## src/rtl/csa_final_adder_pkg.sv

```systemverilog
// csa_final_adder_pkg: shared widths for the carry-save final adder
package csa_final_adder_pkg;
  localparam int CSA_N = 32;
  localparam int RES_W = CSA_N + 2;
  localparam int HALF_W = CSA_N / 2;
  function automatic int res_w(input int n);
    return n + 2;
  endfunction
  function automatic int half_w(input int n);
    return n / 2;
  endfunction
endpackage

```

## src/rtl/csa_final_adder_if.sv

```systemverilog
// csa_final_adder_if: carry-save input stream and resolved-sum output stream
interface csa_final_adder_if import csa_final_adder_pkg::*; #(parameter int n = CSA_N);
  logic in_valid;
  logic in_ready;
  logic [n-1:0] in_s;
  logic [n-1:0] in_c;
  logic in_cout;
  logic out_valid;
  logic out_ready;
  logic [n+1:0] out_sum;
  modport master (output in_valid, in_s, in_c, in_cout, out_ready, input in_ready, out_valid, out_sum);
  modport slave (input in_valid, in_s, in_c, in_cout, out_ready, output in_ready, out_valid, out_sum);
endinterface

```

## src/rtl/csa_final_adder_half_add.sv

```systemverilog
// csa_half_add: w-bit combinational adder with carry in and carry out
module csa_half_add #(parameter int w = 16) (
  input  logic [w-1:0] a,
  input  logic [w-1:0] b,
  input  logic         ci,
  output logic [w-1:0] sum,
  output logic         co
);
  assign {co, sum} = {1'b0, a} + {1'b0, b} + {{w{1'b0}}, ci};
endmodule

```

## src/rtl/csa_final_adder.sv

```systemverilog
// csa_final_adder: two-stage pipelined resolution of a carry-save word into binary
module csa_final_adder import csa_final_adder_pkg::*; #(parameter int n = CSA_N) (
  input logic clk,
  input logic rst,
  csa_final_adder_if.slave bus
);
  localparam int HW = half_w(n);
  localparam int RW = res_w(n);
  logic v1_q, v1_d, v2_q, v2_d, co_q, co_d;
  logic [HW-1:0] lo_q, lo_d, lo_sum;
  logic [HW:0] ahi_q, ahi_d, bhi_q, bhi_d, hi_sum;
  logic [RW-1:0] sum_q, sum_d;
  logic lo_co, hi_co, drain, adv1, ready, acc;
  csa_half_add #(.w(HW)) u_lo (
    .a(bus.in_s[HW-1:0]), .b({bus.in_c[HW-2:0], 1'b0}), .ci(1'b0), .sum(lo_sum), .co(lo_co)
  );
  csa_half_add #(.w(HW + 1)) u_hi (
    .a(ahi_q), .b(bhi_q), .ci(co_q), .sum(hi_sum), .co(hi_co)
  );
  // c[n-1] and cout both land on weight 2^n, so they extend the upper slices by one column
  always_comb begin
    drain = v2_q && bus.out_ready;
    adv1 = v1_q && (!v2_q || bus.out_ready);
    ready = !rst && (!v1_q || adv1);
    acc = bus.in_valid && ready;
    v1_d = acc || (v1_q && !adv1);
    v2_d = adv1 || (v2_q && !drain);
    lo_d = acc ? lo_sum : lo_q;
    co_d = acc ? lo_co : co_q;
    ahi_d = acc ? {bus.in_c[n-1], bus.in_s[n-1:HW]} : ahi_q;
    bhi_d = acc ? {bus.in_cout, bus.in_c[n-2:HW-1]} : bhi_q;
    sum_d = adv1 ? {hi_co, hi_sum, lo_q} : sum_q;
  end
  always_ff @(posedge clk) begin
    if (rst) begin
      v1_q <= 1'b0;
      v2_q <= 1'b0;
      co_q <= 1'b0;
      lo_q <= '0;
      ahi_q <= '0;
      bhi_q <= '0;
      sum_q <= '0;
    end else begin
      v1_q <= v1_d;
      v2_q <= v2_d;
      co_q <= co_d;
      lo_q <= lo_d;
      ahi_q <= ahi_d;
      bhi_q <= bhi_d;
      sum_q <= sum_d;
    end
  end
  assign bus.in_ready = ready;
  assign bus.out_valid = v2_q;
  assign bus.out_sum = sum_q;
endmodule
```

## src/flat_wrapper.sv

```systemverilog
// flat-port wrapper written by rule: the top's interface ports become plain ports
module csa_final_adder_flat import csa_final_adder_pkg::*;
#(parameter int n = CSA_N)
  (clk, rst, bus_in_valid, bus_in_s, bus_in_c, bus_in_cout, bus_out_ready, bus_in_ready, bus_out_valid, bus_out_sum);
  csa_final_adder_if #(.n(n)) bus_i ();
  input logic clk;
  input logic rst;
  input wire logic [$bits(bus_i.in_valid)-1:0] bus_in_valid;
  input wire logic [$bits(bus_i.in_s)-1:0] bus_in_s;
  input wire logic [$bits(bus_i.in_c)-1:0] bus_in_c;
  input wire logic [$bits(bus_i.in_cout)-1:0] bus_in_cout;
  input wire logic [$bits(bus_i.out_ready)-1:0] bus_out_ready;
  output wire logic [$bits(bus_i.in_ready)-1:0] bus_in_ready;
  output wire logic [$bits(bus_i.out_valid)-1:0] bus_out_valid;
  output wire logic [$bits(bus_i.out_sum)-1:0] bus_out_sum;
  assign bus_i.in_valid = bus_in_valid;
  assign bus_i.in_s = bus_in_s;
  assign bus_i.in_c = bus_in_c;
  assign bus_i.in_cout = bus_in_cout;
  assign bus_i.out_ready = bus_out_ready;
  assign bus_in_ready = bus_i.in_ready;
  assign bus_out_valid = bus_i.out_valid;
  assign bus_out_sum = bus_i.out_sum;
  csa_final_adder #(.n(n)) u_core (.clk(clk), .rst(rst), .bus(bus_i));
endmodule
```

## config.mk

```make
export PLATFORM = sky130hd
export DESIGN_NAME = csa_final_adder_flat
export DESIGN_NICKNAME = d
export VERILOG_FILES = /design/src/rtl/csa_final_adder_pkg.sv /design/src/rtl/csa_final_adder_if.sv /design/src/rtl/csa_final_adder_half_add.sv /design/src/rtl/csa_final_adder.sv /design/src/flat_wrapper.sv
export SDC_FILE = /design/constraint.sdc
export NUM_CORES = 1
export LEC_CHECK = 0
export BUFFER_PORTS_ARGS = -buffer_cell sky130_fd_sc_hd__buf_2
export CAP_MARGIN = 10
export CORE_MARGIN = 5
export CORE_UTILIZATION = 56
export DETAILED_ROUTE_END_ITERATION = 10
export GPL_ROUTABILITY_DRIVEN = 0
export PLACE_DENSITY = 0.81
export SYNTH_ARGS = -nofsm -noshare
export SYNTH_HDL_FRONTEND = slang
export SYNTH_HIERARCHICAL = 1
export SYNTH_SLANG_ARGS = --single-unit
```

## constraint.sdc

```tcl
create_clock -name clk -period 3.43 [get_ports clk]
set_input_delay 0.5145 -clock clk [delete_from_list [all_inputs] [get_ports clk]]
set_output_delay 0.5145 -clock clk [all_outputs]
set_load 0.01 [all_outputs]
```

==> results.toml <==
[placed_design]
port_buffers = 104
place_area_um2 = 5660
post-place-ws_ns = 0.679
place_hpwl_mm = 8.46
place_inst = 729

[sta]
grt_setup_unrepaired = "no"
worst_pin_slew_ns = 1.03
period_share_pct = 83.7
relSlewSlack_pct = 31.1
hold_violations = 0
finalCriticalPeriod_ns = 2.87
max_freq_mhz = 348
setup_viol_count_final = 0
skew_ns = 0.00859
slew_violations = 0
fin_worst_hold_slack_ns = 0.385
fin_setup_tns_ns = 0
layout_setup_ws_ns = 0.560

[yosys]
async_reset_ff_share_pct = 0
yosys_warnings = 6
yosys.area.top_type = "dfxtp_1"
ys_seq_elements = 87
ys_seq_area_share_pct = 33.8
synth.top_cell.area_share_pct = 33.8
avgSynthCellArea_um2 = 9.55
synthTopCellsByArea = "dfxtp_1 34%, mux2_4 15%, ha_1 7.5%"
ys.flop_type = "dfxtp_1"
ys_types = 60
synth_edf_count = 0
syn_inst = 540
syn_area_um2 = 5160

[routing]
drt_iter0_drc = 226
met1Wirelength_mm = 4.99
wl_met3_um = 524
post_drt_wl_per_cell_um = 15.6
drtAntennaViolNets = 0
wl_met2_mm = 5.78
routed_via_density = 5.74
detail_route.wirelength_mm = 11.6
drc = 0
vias = 4276
top_layer = "met4"
drtPass1Iterations = 6

[worst_setup_path]
cp-endpoint = "u_core/bus.out_sum[28]"
path_buf_inv = 1
worstSetupEndpointType = "flip-flop"
worstPathArrival_ns = 3.14
path_cells = "inv_1 -> fa_1 -> fa_1 -> nand2b_1 -> a21oi_1 -> o311a_1 -> o21a_1 -> o21bai_1 -> a221oi_1 -> nand3_1 -> a21oi_1"
r2r_cells = 11
required_ns = 3.70
r2r-start = "u_core/ahi_q[0]"
r2r_slack_ns = 0.56
cp-startpoint = "u_core/ahi_q[0]"
worst-path-max-fanout = 3
slowest_stage = "fa_1"
startpoint_type = "flip-flop"
crit_family = "compound AO/OA/AOI/OAI gates"
cpPeakStageDelay_ns = 0.46
worst-path-stages = 11
critical_path_class = "reg -> reg"
r2r_end = "u_core/bus.out_sum[28]"

[job]
max_cap_violations = 0

[cells_and_area]
multi_input_comb_area_um2 = 3180
mostFrequentLayoutCells = "104 x buf_2, 87 x dfxtp_1, 62 x a21oi_1"
final_core_util_pct = 64.1
seq_area_um2 = 1740
syn_to_final_growth_pct = 13.3
fin_cells = 745
fin_area_um2 = 5840
drive_gt1_share_pct = 29.8
fin_nets = 733
final_common_cell = "buf_2"
antenna_cells = 0
fill_cells = 765

[status]
status = "complete, no violations"

[clocking]
h-tree-depth = 3
root_buffer = "clkbuf_8"
cts_buffers = 9
clock_latency_ns = 0.35
postCtsSetupBuffers = 0
cts_sinks = 87
cts_tree = "yes"
cts_hold_buf = 0
clock_path_buffers = 2
clk_pin_slew_ns = 0.09
post_cts_resized = 0

[floorplanning]
initial_core_util_pct = 56.6
floorplan.core_area_um2 = 9110
ios = 105
dieArea_um2 = 11200
die_h_um = 106
die_x_um = 106
rows = 35

[global_route]
grt_max_degree = 64
grt_pass1_vias = 4195
antenna_found_initial = 0
grt_usage_pct = 20.6
grt_first_pass_wirelength_mm = 19.2
grt_overflow = 0

[power_and_ir_drop]
ir_drop_v = 0.000170
cellPowerDensity_nw_per_um2 = 408
total_power_mw = 2.39
p_leak_nw = 2.70

[min_path]
min-delay-path-class = "in -> reg"
[logic make-up (layout without fill, tap and decap cells)]
| kind of cell | count (synthesis) | count (layout) | share of synthesized area (%) |
|---|---|---|---|
| AO/OA/AOI/OAI | 150 | 150 | 17.4 |
| AND/OR/NAND/NOR | 147 | 147 | 16.2 |
| flip-flops | 87 | 87 | 33.8 |
| multiplexers | 51 | 51 | 14.8 |
| buffers and inverters | 45 | 138 | 4.66 |
| adder cells (fa/ha/maj) | 35 | 35 | 9.07 |
| XOR/XNOR | 24 | 24 | 4.07 |
| other | 1 | 2 | 0.0727 |
[cells in the mapped netlist, drive strengths merged, types with 2 or more instances]
library cell,count
a21o,4
a21boi,2
nand3,38
a21oi,66
buf,14
o311ai,2
xnor2,18
o21a,4
a211o,2
o21ai,50
nor2,17
inv,15
nand2,14
nand3b,3
ha,31
xor2,6
o211ai,2
fa,4
nor2b,56
and2,2
nand4,2
mux2,51
nand2b,5
clkbuf,16
dfxtp,87
a211oi,3
a31oi,3
nand4b,2
o31ai,2
[layout make-up]
type,instances,area share (%)
Clock buffer,10,2.36
Clock inverter,6,0.771
Inverter,15,0.964
Multi-Input combinational cell,409,54.4
Sequential cell,87,29.8
Tap cell,111,2.38
Timing Repair Buffer,107,9.29
[metal layers]
layer / vias to the layer above / GRT usage, %
met5: - / 0
met4: 0 / 8.14
met3: 24 / 3.89
met2: 151 / 35.9
met1: 2002 / 25.1
li1: 2099 / -
[sequential cells by signal, indices dropped and copies added, names as in the netlist]
name / count
u_core/bus.out_sum: 34
u_core/ahi_q: 17
u_core/bhi_q: 17
u_core/lo_q: 16
u_core/bus.out_valid: 1
u_core/co_q: 1
u_core/v1_q: 1
[how the worst min path moves through the flow]
stage,depth (start not counted),endpoint,from,slack [ns]
2_1_floorplan,2,u_core/bus.out_sum[10],u_core/lo_q[10],0.44
3_3_place_gp,2,u_core/bus.out_sum[9],u_core/lo_q[9],0.45
3_5_place_dp,2,u_core/bus.out_sum[11],u_core/lo_q[11],0.45
4_1_cts,2,u_core/bhi_q[4],bus_in_c[19],0.37
5_1_grt,2,u_core/ahi_q[1],bus_in_s[17],0.36
6_report,2,u_core/bhi_q[4],bus_in_c[19],0.38
[power breakdown]
| group | total (mW) | switching [mW] | internal [mW] | leakage [nW] |
|---|---|---|---|---|
| registers | 1.14 | 0.0478 | 1.09 | 0.715 |
| logic | 0.594 | 0.290 | 0.304 | 1.90 |
| clock network | 0.652 | 0.367 | 0.285 | 0.0849 |
Note: power is estimated with default switching activity, not from simulation.
